==> src/rtl/data_mem_mmio.sv <==
// Data-memory stage of the single-cycle MIPS core: a word RAM with combinational reads, plus a
// memory-mapped I/O block holding a GPIO register and a compare/reload timer with an interrupt.
module data_mem_mmio #(
    parameter int unsigned MEM_WORDS = 64,
    parameter logic [31:0] IO_BASE   = 32'hFFFF_0000
) (
    input  logic        i_clk,
    input  logic        reset,
    input  logic        i_we,
    input  logic [31:0] i_addr,
    input  logic [31:0] i_wdata,
    output logic [31:0] o_rdata,
    output logic [31:0] o_gpio,
    output logic        o_irq,
    output logic        o_fault
);

    localparam int unsigned AW       = $clog2(MEM_WORDS);
    localparam logic [31:0] RamBytes = 32'(MEM_WORDS * 4);

    logic [31:0] mem [MEM_WORDS];

    logic [31:0] gpio_q, gpio_d;
    logic [31:0] count_q, count_d;
    logic [31:0] cmp_q, cmp_d;
    logic        en_q, en_d;
    logic        reload_q, reload_d;
    logic        irq_en_q, irq_en_d;
    logic        flag_q, flag_d;

    logic [31:0] io_off;
    logic        aligned, ram_sel, io_sel, wr_ok, match;
    logic        wr_gpio, wr_count, wr_cmp, wr_ctrl;
    logic [AW-1:0] ram_idx;

    // Address decode; the fault flag depends on the address alone, never on i_we.
    always_comb begin
        io_off   = i_addr - IO_BASE;
        aligned  = (i_addr[1:0] == 2'b00);
        ram_sel  = (i_addr < RamBytes);
        io_sel   = !ram_sel && (io_off < 32'd16);
        o_fault  = !aligned || !(ram_sel || io_sel);
        wr_ok    = i_we && !o_fault;
        ram_idx  = i_addr[AW+1:2];
        wr_gpio  = wr_ok && io_sel && (io_off[3:2] == 2'd0);
        wr_count = wr_ok && io_sel && (io_off[3:2] == 2'd1);
        wr_cmp   = wr_ok && io_sel && (io_off[3:2] == 2'd2);
        wr_ctrl  = wr_ok && io_sel && (io_off[3:2] == 2'd3);
    end

    always_comb begin
        o_rdata = 32'd0;
        if (!o_fault) begin
            if (ram_sel) begin
                o_rdata = mem[ram_idx];
            end else begin
                unique case (io_off[3:2])
                    2'd0: o_rdata = gpio_q;
                    2'd1: o_rdata = count_q;
                    2'd2: o_rdata = cmp_q;
                    2'd3: o_rdata = {23'd0, flag_q, 5'd0, irq_en_q, reload_q, en_q};
                endcase
            end
        end
    end

    // Match is evaluated on pre-edge COUNT/CMP/EN, so same-cycle stores cannot mask it.
    always_comb begin
        match    = (count_q == cmp_q);
        gpio_d   = wr_gpio ? i_wdata : gpio_q;
        cmp_d    = wr_cmp ? i_wdata : cmp_q;
        en_d     = wr_ctrl ? i_wdata[0] : en_q;
        reload_d = wr_ctrl ? i_wdata[1] : reload_q;
        irq_en_d = wr_ctrl ? i_wdata[2] : irq_en_q;

        count_d = count_q;
        if (wr_count) begin
            count_d = i_wdata;
        end else if (en_q && match) begin
            count_d = reload_q ? 32'd0 : count_q + 32'd1;
        end else if (en_q) begin
            count_d = count_q + 32'd1;
        end

        flag_d = flag_q;
        if (en_q && match) begin
            flag_d = 1'b1;
        end else if (wr_ctrl && i_wdata[8]) begin
            flag_d = 1'b0;
        end
    end

    always_ff @(posedge i_clk) begin
        if (reset) begin
            gpio_q   <= 32'd0;
            count_q  <= 32'd0;
            cmp_q    <= 32'hFFFF_FFFF;
            en_q     <= 1'b0;
            reload_q <= 1'b0;
            irq_en_q <= 1'b0;
            flag_q   <= 1'b0;
        end else begin
            gpio_q   <= gpio_d;
            count_q  <= count_d;
            cmp_q    <= cmp_d;
            en_q     <= en_d;
            reload_q <= reload_d;
            irq_en_q <= irq_en_d;
            flag_q   <= flag_d;
        end
    end

    // RAM is deliberately left out of reset.
    always_ff @(posedge i_clk) begin
        if (wr_ok && ram_sel) begin
            mem[ram_idx] <= i_wdata;
        end
    end

    assign o_gpio = gpio_q;
    assign o_irq  = flag_q & irq_en_q;

endmodule
==> config.mk <==
export PLATFORM = sky130hd
export DESIGN_NAME = data_mem_mmio
export DESIGN_NICKNAME = d
export VERILOG_FILES = /design/src/rtl/data_mem_mmio.sv
export SDC_FILE = /design/constraint.sdc
export NUM_CORES = 2
export LEC_CHECK = 0
export BUFFER_PORTS_ARGS = -buffer_cell sky130_fd_sc_hd__buf_2
export CAP_MARGIN = 20
export CORE_ASPECT_RATIO = 2
export CORE_UTILIZATION = 25
export DETAILED_ROUTE_END_ITERATION = 8
export HOLD_SLACK_MARGIN = 0.06
export PLACE_DENSITY = 0.36
export REMOVE_ABC_BUFFERS = 1
export SYNTH_ARGS = -nofsm -noshare
export SYNTH_HDL_FRONTEND = slang
export SYNTH_SLANG_ARGS = --single-unit
==> constraint.sdc <==
create_clock -name i_clk -period 11 [get_ports i_clk]
set_clock_uncertainty 0.05 [all_clocks]
set_input_delay 1.1 -clock i_clk [delete_from_list [all_inputs] [get_ports i_clk]]
set_output_delay 1.1 -clock i_clk [all_outputs]
set_load 0.03 [all_outputs]
==> results_dict.tcl <==
set metrics [dict create \
    async_reset_ff_frac 0 \
    syn_avg_cell_area_um2 20.75 \
    layout_min_cycle_time_ns 6.768 \
    vias 42446 \
    htree_levels 4 \
    hold_viol_final 0 \
    root_buffer "clkbuf_16" \
    start_util 0.2518 \
    critPathMaxFanout 20 \
    viasPerCell 4.779 \
    ys_warn_count 0 \
    synth_ff_type "edfxtp_1" \
    grt_first_pass_wirelength_um 416800 \
    dr.pass1.iters 5 \
    io_pins 133 \
    final_area_mm2 0.09740 \
    finalMaxSlewViolations 0 \
    die_area_mm2 0.3389 \
    hpwl_um 189900 \
    p_leak_nw 29.52 \
    required_ns 9.85 \
    clk_pin_slew_ns 0.07 \
    worstSkewPairLatency_ns 0.87 \
    place.gp.congestion 0.8137 \
    synth_cells 4054 \
    synth_edf_count 2048 \
    syn2layout_area_growth_pct 15.81 \
    synth_seq_cells 2148 \
    setup-tns-final_ns 0 \
    drcViolationCount 0 \
    end_kind "primary output" \
    synth_top_area_cell "edfxtp_1" \
    ir_worst_vdd_uv 135.5 \
    drt_iter0_markers 3407 \
    status "complete, no violations" \
    worstPathArrival_ns 5.62 \
    grt_usage 0.1816 \
    numCtsBuffers 200 \
    synth_top_cells_by_count "edfxtp_1, mux4_2, nor2_1" \
    die_w_um 412.1 \
    cp-start-kind "primary input" \
    rsz0062_at_grt "no" \
    synthesis.area_mm2 0.08411 \
    postPlaceCellArea_mm2 0.09125 \
    seq_area_frac_synth 0.7550 \
    hold_buffers 0 \
    path_class "primary input to primary output" \
    grt_pass1_vias 44992 \
    synth_most_common_cell "edfxtp_1" \
    fmax_ghz 0.1478 \
    cts_tree "yes" \
    netlist_top_cells_area "edfxtp_1, mux4_2, dfxtp_1" \
    grt-ovfl-total 0 \
    row_count 300 \
    yosysUniqueCellTypes 66 \
    cts_setup_buffers 0 \
    timing.hold.ws_ns 0.4205 \
    clock_path_buffers 4 \
    fin_crit_sh 0.6153 \
    grt_antenna_before_repair 15 \
    drive_gt1_frac 0.2763 \
    wl_per_cell_um 34.97 \
    core-area_mm2 0.3341 \
    synth_top_area_share 0.7312 \
    finish.utilization 0.2916 \
    cts_resized 0 \
    grt_max_degree 73 \
    maxSlewHeadroom 0.1563 \
    die_h_um 822.3 \
    cts_sinks 2148 \
    io_buffers 132 \
    setup_viol 0 \
    hp-class "register to register" \
    routed_wirelength_um 310600 \
    maxCapViolations 0 \
    ant_nets 0 \
    tightest_slew_ns 1.266 \
    fin_nets 4404 \
    powerDensity_mw_per_mm2 171.1 \
]
==> worst paths after layout <==
| path | end | slack [ns] | cells after the start | start |
|---|---|---|---|---|
| min | o_gpio[19] | 0.42 | 2 | o_gpio[19] |
| max reg2reg | count_q[15] | 7.89 | 8 | count_q[0] |
| min reg2reg | o_gpio[19] | 0.42 | 2 | o_gpio[19] |
| max | o_rdata[19] | 4.23 | 12 | i_addr[6] |
==> report_power, final <==
part | leakage (nW) | switching, mW | total, mW | internal (mW)
Combinational | 7.33 | 0.569 | 0.843 | 0.273
Sequential | 19.2 | 0.000926 | 8.94 | 8.94
Clock | 2.98 | 3.16 | 6.88 | 3.72
==> metrics by stage <==
stage	std cells	setup WS [ns]	total power, mW
floorplan	3816	6.078	9.412
global placement	8505	3.886	9.988
detailed placement	8513	4.258	9.995
CTS	8864	4.242	16.90
global route	8876	4.151	17.13
finish	8882	4.232	16.67
==> area by class of cell <==
type | count | area [um^2]
fillers | 32788 | 236700
flip-flops and latches | 2148 | 63500
multi-input cells | 1659 | 19920
well taps | 4379 | 5479
clock buffers | 251 | 5303
repair buffers | 318 | 2312
clock inverters | 100 | 808.3
diodes | 18 | 45.04
inverters | 9 | 33.78
==> worst max-delay path, stage by stage <==
cell and delay [ns]:
buf_2 0.09, buf_4 0.24, buf_4 0.32, nor2b_1 0.35
buf_6 0.23, and2_1 0.57, a22oi_1 0.32, o21ai_0 0.23
a211oi_1 0.82, o221ai_1 0.68, a21oi_1 0.30, buf_2 0.22
==> cells by family (layout without fill, tap and decap cells) <==
logic type,after synthesis,in the layout,synth area share
other cells,0,18,0
compound gates,363,363,0.02758
fa+ha+maj,1,1,0.0001487
xor+xnor,58,58,0.006039
flops,2148,2148,0.7550
mux,710,710,0.1667
buf+inv,247,678,0.01456
simple gates,527,527,0.03005
==> layer usage <==
| layer | GRT usage | routed length [um] |
|---|---|---|
| met3 | 0.01827 | 9119 |
| met5 | 0 | 65 |
| met4 | 0.06616 | 11950 |
| met2 | 0.3504 | 174500 |
| met1 | 0.2018 | 115000 |
==> flip-flops by register name (all words and copies together), names as in the netlist <==
| register | flops |
|---|---|
| cmp_q | 32 |
| count_q | 32 |
| en_q | 1 |
| flag_q | 1 |
| irq_en_q | 1 |
| mem | 2048 |
| o_gpio | 32 |
| reload_q | 1 |
==> cell usage in the layout (no fill, tap or decap), types with 66 or more instances in the layout <==
cell type  instances
nor2_4            66
nor2_1           100
mux2i_1          137
buf_4            173
buf_2            124
clkbuf_16        205
a21oi_1          132
edfxtp_1        2048
dfxtp_1          100
mux4_2           550
nand2_1          151
(Power assumes the default switching activity.)
